[config.mk]
export PLATFORM = sky130hd
export DESIGN_NAME = ecc_176_enc_fault_detc_flat
export DESIGN_NICKNAME = d
export VERILOG_FILES = /design/src/rtl/ecc_176_pkg.sv /design/src/rtl/ecc_176_enc_fault_detc_if.sv /design/src/rtl/ecc_176_enc.sv /design/src/rtl/ecc_176_enc_fault_detc.sv /design/src/flat_wrapper.sv
export SDC_FILE = /design/constraint.sdc
export NUM_CORES = 1
export LEC_CHECK = 0
export CORE_MARGIN = 3
export CORE_UTILIZATION = 54
export CTS_BUF_LIST = sky130_fd_sc_hd__clkbuf_2
export DETAILED_ROUTE_END_ITERATION = 12
export PLACE_DENSITY = 0.89
export SYNTH_ARGS = -nofsm -noshare
export SYNTH_HDL_FRONTEND = slang
export SYNTH_SLANG_ARGS = --single-unit
[constraint.sdc]
create_clock -name clk -period 8 [get_ports clk]
set_input_delay 1.6 -clock clk [delete_from_list [all_inputs] [get_ports clk]]
set_output_delay 1.6 -clock clk [all_outputs]
set_load 0.02 [all_outputs]
[src/rtl/ecc_176_pkg.sv]
// Shared SECDED definitions for the 176-bit FIFO word (write-side encoder and read-side decoder).
// H-matrix: data bit i sits at the i-th non-power-of-two Hamming position starting at 3.
package ecc_176_pkg;

  localparam int DATA_WIDTH   = 176;
  localparam int HAM_WIDTH    = 8;
  localparam int PARITY_WIDTH = HAM_WIDTH + 1;

  localparam logic [1:0] INJ_NONE = 2'b00;
  localparam logic [1:0] INJ_SBIT = 2'b01;
  localparam logic [1:0] INJ_DBIT = 2'b10;

  localparam logic [7:0] INJ_POS_MAX = 8'(DATA_WIDTH - 1);

  typedef logic [HAM_WIDTH-1:0][DATA_WIDTH-1:0] hmask_t;

  function automatic hmask_t gen_h_mask();
    hmask_t      m;
    int unsigned pos;
    m   = '0;
    pos = 3;
    for (int i = 0; i < DATA_WIDTH; i++) begin
      while ((pos & (pos - 1)) == 0) pos++;
      for (int j = 0; j < HAM_WIDTH; j++) m[j][i] = pos[j];
      pos++;
    end
    return m;
  endfunction

  localparam hmask_t H_MASK = gen_h_mask();

  // Out-of-range injection positions fold onto bit 0.
  function automatic logic [7:0] inj_pos_clamp(input logic [7:0] pos);
    return (pos > INJ_POS_MAX) ? 8'd0 : pos;
  endfunction

endpackage

[src/rtl/ecc_176_enc_fault_detc_if.sv]
// Word stream into and out of the encoder stage (valid/ready on both sides).
interface ecc_176_enc_fault_detc_if;
  import ecc_176_pkg::*;

  logic                    in_valid;
  logic                    in_ready;
  logic [DATA_WIDTH-1:0]   data_in;
  logic                    out_valid;
  logic                    out_ready;
  logic [DATA_WIDTH-1:0]   data_out;
  logic [PARITY_WIDTH-1:0] parity_out;
  logic                    out_fault;

  modport master (
    output in_valid, data_in, out_ready,
    input  in_ready, out_valid, data_out, parity_out, out_fault
  );

  modport slave (
    input  in_valid, data_in, out_ready,
    output in_ready, out_valid, data_out, parity_out, out_fault
  );

endinterface

[src/rtl/ecc_176_enc.sv]
// Combinational SECDED check-bit generator: 8 Hamming bits plus overall parity in bit 8.
module ecc_176_enc
  import ecc_176_pkg::*;
(
  input  logic [DATA_WIDTH-1:0]   data_i,
  output logic [PARITY_WIDTH-1:0] parity_o
);

  logic [HAM_WIDTH-1:0] ham;

  always_comb begin
    ham = '0;
    for (int j = 0; j < HAM_WIDTH; j++) ham[j] = ^(data_i & H_MASK[j]);
  end

  assign parity_o = {(^data_i) ^ (^ham), ham};

endmodule

[src/rtl/ecc_176_enc_fault_detc.sv]
// Write-side SECDED encoder with duplicated parity generation and compare, one valid/ready
// register stage, fault status/counter and one-shot data-bit injection.
module ecc_176_enc_fault_detc
  import ecc_176_pkg::*;
#(
  parameter int CNT_WIDTH = 8
) (
  input  logic                 clk,
  input  logic                 rst,
  input  logic                 ecc_fault_detc_en,
  input  logic                 bypass,
  ecc_176_enc_fault_detc_if.slave bus,
  output logic                 ecc_fault,
  output logic                 fault_sticky,
  output logic [CNT_WIDTH-1:0] fault_cnt,
  input  logic                 fault_clr,
  input  logic                 fault_test,
  input  logic                 inj_arm,
  input  logic [1:0]           inj_mode,
  input  logic [7:0]           inj_pos,
  output logic                 inj_busy
);

  logic [PARITY_WIDTH-1:0] par0, par1_raw, par1;
  logic                    accept, mismatch, arm_ok;
  logic [1:0]              eff_mode;
  logic [7:0]              eff_pos, eff_pos_nxt;
  logic [DATA_WIDTH-1:0]   flip;

  logic                    out_valid_q, out_valid_d;
  logic [DATA_WIDTH-1:0]   data_out_q, data_out_d;
  logic [PARITY_WIDTH-1:0] parity_out_q, parity_out_d;
  logic                    out_fault_q, out_fault_d;
  logic                    ecc_fault_q, ecc_fault_d;
  logic                    sticky_q, sticky_d;
  logic [CNT_WIDTH-1:0]    cnt_q, cnt_d;
  logic                    inj_busy_q, inj_busy_d;
  logic [1:0]              inj_mode_q, inj_mode_d;
  logic [7:0]              inj_pos_q, inj_pos_d;

  ecc_176_enc u_enc0 (.data_i(bus.data_in), .parity_o(par0));
  ecc_176_enc u_enc1 (.data_i(bus.data_in), .parity_o(par1_raw));

  // Self-test perturbs only the checking copy so parity_out stays correct.
  assign par1 = par1_raw ^ {{(PARITY_WIDTH-1){1'b0}}, fault_test};

  assign bus.in_ready = ~out_valid_q | bus.out_ready;
  assign accept       = bus.in_valid & bus.in_ready;
  assign mismatch     = (par0 != par1) & ecc_fault_detc_en & ~bypass;
  assign arm_ok       = inj_arm & ~inj_busy_q & ((inj_mode == INJ_SBIT) | (inj_mode == INJ_DBIT));

  always_comb begin
    // An already-armed injection wins; otherwise a same-cycle arm applies to this word.
    eff_mode    = inj_busy_q ? inj_mode_q : (arm_ok ? inj_mode : INJ_NONE);
    eff_pos     = inj_busy_q ? inj_pos_q : inj_pos_clamp(inj_pos);
    eff_pos_nxt = (eff_pos == INJ_POS_MAX) ? 8'd0 : eff_pos + 8'd1;
    flip        = '0;
    if (eff_mode == INJ_SBIT || eff_mode == INJ_DBIT) flip[eff_pos] = 1'b1;
    if (eff_mode == INJ_DBIT) flip[eff_pos_nxt] = 1'b1;
  end

  always_comb begin
    out_valid_d  = out_valid_q;
    data_out_d   = data_out_q;
    parity_out_d = parity_out_q;
    out_fault_d  = out_fault_q;
    ecc_fault_d  = accept & mismatch;
    sticky_d     = sticky_q;
    cnt_d        = cnt_q;
    inj_busy_d   = inj_busy_q;
    inj_mode_d   = inj_mode_q;
    inj_pos_d    = inj_pos_q;

    if (accept) begin
      out_valid_d  = 1'b1;
      data_out_d   = bus.data_in ^ flip;
      parity_out_d = bypass ? '0 : par0;
      out_fault_d  = mismatch;
    end else if (bus.out_ready) begin
      out_valid_d  = 1'b0;
    end

    if (accept && (inj_busy_q || arm_ok)) begin
      inj_busy_d = 1'b0;
    end else if (arm_ok) begin
      inj_busy_d = 1'b1;
      inj_mode_d = inj_mode;
      inj_pos_d  = inj_pos_clamp(inj_pos);
    end

    if (fault_clr) begin
      sticky_d = 1'b0;
      cnt_d    = '0;
    end else if (ecc_fault_q) begin
      sticky_d = 1'b1;
      if (cnt_q != '1) cnt_d = cnt_q + CNT_WIDTH'(1);
    end
  end

  always_ff @(posedge clk) begin
    if (rst) begin
      out_valid_q  <= 1'b0;
      data_out_q   <= '0;
      parity_out_q <= '0;
      out_fault_q  <= 1'b0;
      ecc_fault_q  <= 1'b0;
      sticky_q     <= 1'b0;
      cnt_q        <= '0;
      inj_busy_q   <= 1'b0;
      inj_mode_q   <= INJ_NONE;
      inj_pos_q    <= '0;
    end else begin
      out_valid_q  <= out_valid_d;
      data_out_q   <= data_out_d;
      parity_out_q <= parity_out_d;
      out_fault_q  <= out_fault_d;
      ecc_fault_q  <= ecc_fault_d;
      sticky_q     <= sticky_d;
      cnt_q        <= cnt_d;
      inj_busy_q   <= inj_busy_d;
      inj_mode_q   <= inj_mode_d;
      inj_pos_q    <= inj_pos_d;
    end
  end

  assign bus.out_valid  = out_valid_q;
  assign bus.data_out   = data_out_q;
  assign bus.parity_out = parity_out_q;
  assign bus.out_fault  = out_fault_q;
  assign ecc_fault      = ecc_fault_q;
  assign fault_sticky   = sticky_q;
  assign fault_cnt      = cnt_q;
  assign inj_busy       = inj_busy_q;

endmodule

[src/flat_wrapper.sv]
// flat-port wrapper written by rule: the top's interface ports become plain ports
module ecc_176_enc_fault_detc_flat import ecc_176_pkg::*;
#(
  parameter int CNT_WIDTH = 8
)
  (clk, rst, ecc_fault_detc_en, bypass, ecc_fault, fault_sticky, fault_cnt, fault_clr, fault_test, inj_arm, inj_mode, inj_pos, inj_busy, bus_in_valid, bus_data_in, bus_out_ready, bus_in_ready, bus_out_valid, bus_data_out, bus_parity_out, bus_out_fault);
  ecc_176_enc_fault_detc_if bus_i ();
  input  logic clk;
  input  logic rst;
  input  logic ecc_fault_detc_en;
  input  logic bypass;
  output logic ecc_fault;
  output logic fault_sticky;
  output logic [CNT_WIDTH-1:0] fault_cnt;
  input  logic fault_clr;
  input  logic fault_test;
  input  logic inj_arm;
  input  logic [1:0] inj_mode;
  input  logic [7:0] inj_pos;
  output logic inj_busy;
  input wire logic [$bits(bus_i.in_valid)-1:0] bus_in_valid;
  input wire logic [$bits(bus_i.data_in)-1:0] bus_data_in;
  input wire logic [$bits(bus_i.out_ready)-1:0] bus_out_ready;
  output wire logic [$bits(bus_i.in_ready)-1:0] bus_in_ready;
  output wire logic [$bits(bus_i.out_valid)-1:0] bus_out_valid;
  output wire logic [$bits(bus_i.data_out)-1:0] bus_data_out;
  output wire logic [$bits(bus_i.parity_out)-1:0] bus_parity_out;
  output wire logic [$bits(bus_i.out_fault)-1:0] bus_out_fault;
  assign bus_i.in_valid = bus_in_valid;
  assign bus_i.data_in = bus_data_in;
  assign bus_i.out_ready = bus_out_ready;
  assign bus_in_ready = bus_i.in_ready;
  assign bus_out_valid = bus_i.out_valid;
  assign bus_data_out = bus_i.data_out;
  assign bus_parity_out = bus_i.parity_out;
  assign bus_out_fault = bus_i.out_fault;
  ecc_176_enc_fault_detc #(.CNT_WIDTH(CNT_WIDTH)) u_core (.clk(clk), .rst(rst), .ecc_fault_detc_en(ecc_fault_detc_en), .bypass(bypass), .bus(bus_i), .ecc_fault(ecc_fault), .fault_sticky(fault_sticky), .fault_cnt(fault_cnt), .fault_clr(fault_clr), .fault_test(fault_test), .inj_arm(inj_arm), .inj_mode(inj_mode), .inj_pos(inj_pos), .inj_busy(inj_busy));
endmodule
Word-level counts from Yosys, hierarchy flattened
Index checks and enable logic that the tools add are counted.
{ "totals": {"ff_bits": 208, "mem_count": 0, "latch_bits": 0, "mem_bits_rw": 0, "romBits": 0, "out_inout_bits": 199} }
{ "op_classes": {"n_shift": 0, "order_cmp": 5, "n_addsub": 2, "bitwise": 16, "n_mul": 0, "eq_ne": 7, "div_mod_pow": 0, "n_reduce_logical": 20, "mux": 14} }
{ "op_table": {"columns": ["operator", "count"], "rows": [
  ["176-bit parity", 9],
  ["176-bit 2-to-1 mux", 2],
  ["176-bit OR", 1],
  ["176-bit bitwise XOR", 1],
  ["8-bit 2-to-1 mux", 3],
  ["8-bit by 9-bit less-than comparator with 1-bit output, second input constant", 2],
  ["8-bit by 1-bit adder with 8-bit output, second input constant", 2],
  ["1-bit demux with 8-bit select", 2],
  ["8-bit by 1-bit >= comparator with 1-bit output, second input constant", 2],
  ["9-bit 2-to-1 mux", 1],
  ["9-bit inequality test", 1],
  ["9-bit by 1-bit bitwise XOR with 9-bit output", 1],
  ["8-bit == test, second input constant", 1],
  ["8-bit > comparator, second input constant", 1],
  ["8-bit inequality test, second input constant", 1],
  ["8-bit parity", 1],
  ["1-bit AND", 6],
  ["2-bit by 1-bit == test with 1-bit output, second input constant", 2],
  ["2-bit == test, second input constant", 2],
  ["1-bit 2-to-1 mux", 4],
  ["2-bit 2-to-1 mux", 2],
  ["1-bit inverter", 4],
  ["2-bit AND reduction", 2],
  ["2-bit OR reduction", 2],
  ["other kinds (5)", 9]
]} }

Longest topological paths before layout
{ "logic_depth": {"word_depth": 12, "mapped_depth": 13, "depth_no_buf": 10} }

By module
A second synthesis with hierarchy kept.
{ "hier_totals": {"cells_unflattened": 2192, "area_unflattened_um2": 18685.4} }
{ "by_module_without_submodules": {"columns": ["module", "area_each_um2", "cells_per_inst", "instances", "seq_area_each_um2"], "rows": [
  ["ecc_176_enc_fault_detc", 12126.6, 1528, 1, 4164.0],
  ["ecc_176_enc", 3279.4, 332, 2, 0.0]
]} }

Worst setup path after synthesis
Ideal clock, no wire load.
{ "synth_timing": {"path_kind": "input-to-reg", "startpoint": "input port bus_data_in[55]", "endpoint": "register u_core.parity_out_q[8] (netlist: u_core.bus.parity_out[8])", "setup_ns": 0.070, "path_buffers": 0, "t_arrival_ns": 4.216, "t_required_ns": 7.930, "setup_slack_ns": 3.715, "cell_stages": 10, "path_cell_list": "xnor3_1 xnor2_2 xnor2_1 xor3_1 xnor2_1 xnor3_1 xnor2_1 xnor3_1 or3_1 a21oi_1"} }
{ "synth_via": {"elab_chain_len": 4} }
{ "synth_rtl": {"columns": ["element", "line", "source"], "rows": [
  ["start: declaration", "flat_wrapper.sv:22", "input wire logic [$bits(bus_i.data_in)-1:0] bus_data_in;"],
  ["176-bit parity", "ecc_176_enc.sv:13", "for (int j = 0; j < HAM_WIDTH; j++) ham[j] = ^(data_i & H_MASK[j]);"],
  ["8-bit parity", "ecc_176_enc.sv:16", "assign parity_o = {(^data_i) ^ (^ham), ham};"],
  ["1-bit bitwise XOR *", "ecc_176_enc.sv:16", null],
  ["9-bit 2-to-1 mux *", "ecc_176_enc_fault_detc.sv:77", "parity_out_d = bypass ? '0 : par0;"],
  ["end signal: assignment", "ecc_176_enc_fault_detc.sv:115", "parity_out_q <= parity_out_d;"],
  ["end: declaration", "ecc_176_enc_fault_detc.sv:32", "logic [PARITY_WIDTH-1:0] parity_out_q, parity_out_d;"]
]} }
Every way passes the cells marked *; elsewhere a longest branch is shown, timed or not.
A chain may end at the register's enable or synchronous reset.

Final worst setup path
{ "layout_timing": {"startpoint": "input port inj_pos[5]", "endpoint": "register u_core.data_out_q[48] (netlist: u_core.bus.data_out[48])"} }
{ "layout_via": {"elab_chain_len": 12} }
{ "layout_rtl": {"columns": ["element", "line", "source"], "rows": [
  ["start: declaration", "flat_wrapper.sv:19", "input logic [7:0] inj_pos;"],
  ["8-bit > comparator", "ecc_176_pkg.sv:34", "return (pos > INJ_POS_MAX) ? 8'd0 : pos;"],
  ["8-bit 2-to-1 mux *", "ecc_176_pkg.sv:34", null],
  ["8-bit 2-to-1 mux *", "ecc_176_enc_fault_detc.sv:55", "eff_pos = inj_busy_q ? inj_pos_q : inj_pos_clamp(inj_pos);"],
  ["8-bit by 1-bit adder with 8-bit output or 8-bit == test (tied branches)", "ecc_176_enc_fault_detc.sv:56", "eff_pos_nxt = (eff_pos == INJ_POS_MAX) ? 8'd0 : eff_pos + 8'd1;"],
  ["8-bit 2-to-1 mux", "ecc_176_enc_fault_detc.sv:56", null],
  ["8-bit by 9-bit less-than comparator with 1-bit output (not written as such) or 8-bit by 1-bit >= comparator with 1-bit output (tied branches)", "ecc_176_enc_fault_detc.sv:59", "if (eff_mode == INJ_DBIT) flip[eff_pos_nxt] = 1'b1;"],
  ["1-bit logical AND (not written as such)", "ecc_176_enc_fault_detc.sv:59", null],
  ["1-bit 2-to-1 mux (not written as such)", "ecc_176_enc_fault_detc.sv:59", null],
  ["1-bit demux with 8-bit select", null, null],
  ["176-bit OR (no source line)", null, null],
  ["176-bit 2-to-1 mux *", "ecc_176_enc_fault_detc.sv:59", null],
  ["176-bit bitwise XOR *", "ecc_176_enc_fault_detc.sv:76", "data_out_d = bus.data_in ^ flip;"],
  ["end signal: assignment", "ecc_176_enc_fault_detc.sv:114", "data_out_q <= data_out_d;"],
  ["end: declaration", "ecc_176_enc_fault_detc.sv:31", "logic [DATA_WIDTH-1:0] data_out_q, data_out_d;"]
]} }
Marked as above.

==> impl_results.md <==
* Worst Clk Skew at approximately 0.11 ns
* Critical path type: input pin to flop
* DRC Markers at 0
* CTS H-tree depth at 2
* Max-cap violations at 0
* # setup viols final at 0
* Worst-Margin Slew at 1.098 ns
* Tcrit/Tclk final at between 60% and 70%
* Avg Cell Area, Syn at a little under 8 µm²
* Seq/Total Area, Yosys at approximately 30%
* Layout area overhead at 31.64%
* Gpl congestion at 1.007
* Post-synth EDFFs at 0
* TritonCTS clock tree: yes
* Outcome: finished, final reports clean
* Hpwl dp at 45260 µm
* Total CTS buffers at 55
* Final std cells w/o fill at 2509
* Setup crit end kind: flop
* Antenna-violating nets left at 0
* Number of synthesized register bits at about 210
* IO Count at between 300 and 400
* Clk slew on worst S/H paths at 0.10 ns
* Clock tree buffer depth at 3
* Cells after Synth at about 1800
* Root Driver: clkbuf_2
* Unrepaired setup endpoints after global routing: false
* Min Tclk post-route at 4.969 ns
* Warnings from Yosys at 0
* Leak at about 0.007 µW
* Via Count at 15547
* Top FF cell, synth: dfxtp_1
* Top cells by count, synth: nand2_1, xnor2_1, xor2_1, dfxtp_1, a21oi_1
* # rows at 58
* Pins Over Slew Limit at 0
* Top cells by area, synth: dfxtp_1, xnor2_1, xor2_1
* Setup crit start kind: input pin
* Postcts setup bufs at 0
* Layout Utilization at 73.14%
* Post-synth cell types at 56
* First-pass GRT wire length at between 90000 and 100000 µm
* Via density at 6.196
* Final wirelength at approximately 63000 µm
* Share of cells above drive strength 1 at around 5%
* Die Span X at around 170 µm
* Die ar. at approximately 28000 µm²
* Starting density of the core at between 50% and 60%
* Post_cts resized at 0
* Core Area at 25470 µm²
* WP data arrival at slightly below 6 ns
* DR iter-0 viols at around 2400
* Count of input and output buffers at 393
* # nets final at 2339
* Worst-skew pair later-pin latency at roughly 0.94 ns
* Mapped Area at 14150 µm²
* Vias in the first global route at 15071
* Drt wl/cell at about 25 µm
* Clock sinks at 208
* Most frequent cell after synthesis: nand2_1
* Pin count of the biggest net entering global routing at ~110
* Yosys top cell area share at between 20 and 30%
* Total gr overflow at 0
* Post-Syn Nets at 1986
* Synth area leader: dfxtp_1
* Placed cells at 2415
* Slew headroom at a little over a quarter
* Initial antenna violation count at 2
* Worst-path maximum fanout at 16
* Crit path required time at between 8 and 9 ns
* Worst VDD drop at 0.3903 mV
* Hold crit path type: flop to flop
* Hold_buf cts at 0
* TritonRoute pass-1 iters at 7
* Gr usage total at 41.99%
* Async S/R FF share, synth at 0%
* Power density over the cells at about 230 nW/µm²
* Final Hold Fails at 0
* F_max at slightly above 200 MHz
* Die H at around 170 µm
* TNS Setup at 0 ns
-- state kept, by name (all words and copies together) (netlist names) --
name,cells
u_core.inj_pos_q,8
u_core.fault_sticky,1
u_core.fault_cnt,8
u_core.bus.parity_out,9
u_core.bus.data_out,176
u_core.bus.out_valid,1
u_core.bus.out_fault,1
u_core.inj_busy,1
u_core.inj_mode_q,2
u_core.ecc_fault,1
-- layer usage --
metal	vias to the layer above	part of all wire [%]	track usage [%]	routed length, µm
met1	7093	34	51.02	21490
met3	367	15	12.75	9387
li1	6754	-	-	-
met4	0	8.3	27.36	5200
met2	1333	42	64.48	26520
met5	-	0	0	0
-- power by group --
group	total (µW)	switching, µW	internal, µW
clock network	769	485	285
logic	2420	1130	1280
registers	1150	47.2	1110
total	4340	1670	2670
-- cell type report --
class	count	area (µm²)
diodes	3	7.507
clock buffers	74	370.4
clock inverters	17	101.3
fillers	1961	6843
inverters	3	11.26
multi-input cells	1473	9567
flip-flops and latches	208	4164
well taps	330	412.9
repair buffers	401	3995
-- final timing paths --
path | to | slack (ns) | cells after the start | startpoint
worst max-delay path | u_core.bus.data_out[48] | 3.03 | 11 | inj_pos[5]
worst min-delay path | u_core.bus.data_out[166] | 0.45 | 2 | u_core.bus.data_out[166]
worst max register to register | u_core.bus.data_out[48] | 3.87 | 9 | u_core.inj_busy
worst min register to register | u_core.bus.data_out[166] | 0.45 | 2 | u_core.bus.data_out[166]
-- cell families (layout without fill, tap and decap cells) --
| group | after synthesis | after routing | share of synthesized area (%) |
|---|---|---|---|
| flops | 208 | 208 | 29.43 |
| compound gates | 406 | 406 | 16.76 |
| fa+ha+maj | 2 | 2 | 0.1768 |
| mux | 4 | 4 | 0.3006 |
| buf+inv | 108 | 495 | 3.042 |
| xor+xnor | 527 | 527 | 35.20 |
| other cells | 0 | 3 | 0 |
| simple gates | 534 | 534 | 15.09 |
-- cells in the final DEF, fill, tap and decap left out, drive strengths merged, types with 19 or more instances in the layout --
cell type,count
a21oi,182
clkdlybuf4s50,392
clkbuf,74
xnor3,20
nor2,58
nand2,414
o22ai,161
dfxtp,208
xnor2,282
nand3,19
xor2,224
-- worst max-delay path: stages --
cell and delay, ns:
clkdlybuf4s50_1 0.46, a21o_1 0.27, a211oi_1 0.42, a2bb2oi_1 0.90
nor2_1 0.08, nor2_1 0.30, nand3_1 0.72, o22ai_1 0.54
xor2_1 0.21, nand2_1 0.08, a21oi_1 0.21
-- stage by stage --
| stage | area [µm²] | hold WS [ns] | power (µW) | setup slack (ns) |
|---|---|---|---|---|
| 2_1_floorplan | 14150 | 0.4436 | 2887 | 3.715 |
| 3_3_place_gp | 18150 | 0.4356 | 3484 | 2.534 |
| 3_5_place_dp | 18150 | 0.4435 | 3545 | 2.341 |
| 4_1_cts | 18620 | 0.4549 | 4291 | 3.236 |
| 5_1_grt | 18630 | 0.4766 | 4501 | 2.867 |
| 6_report | 18630 | 0.4526 | 4339 | 3.031 |
Note: power is estimated with default switching activity, not from simulation.
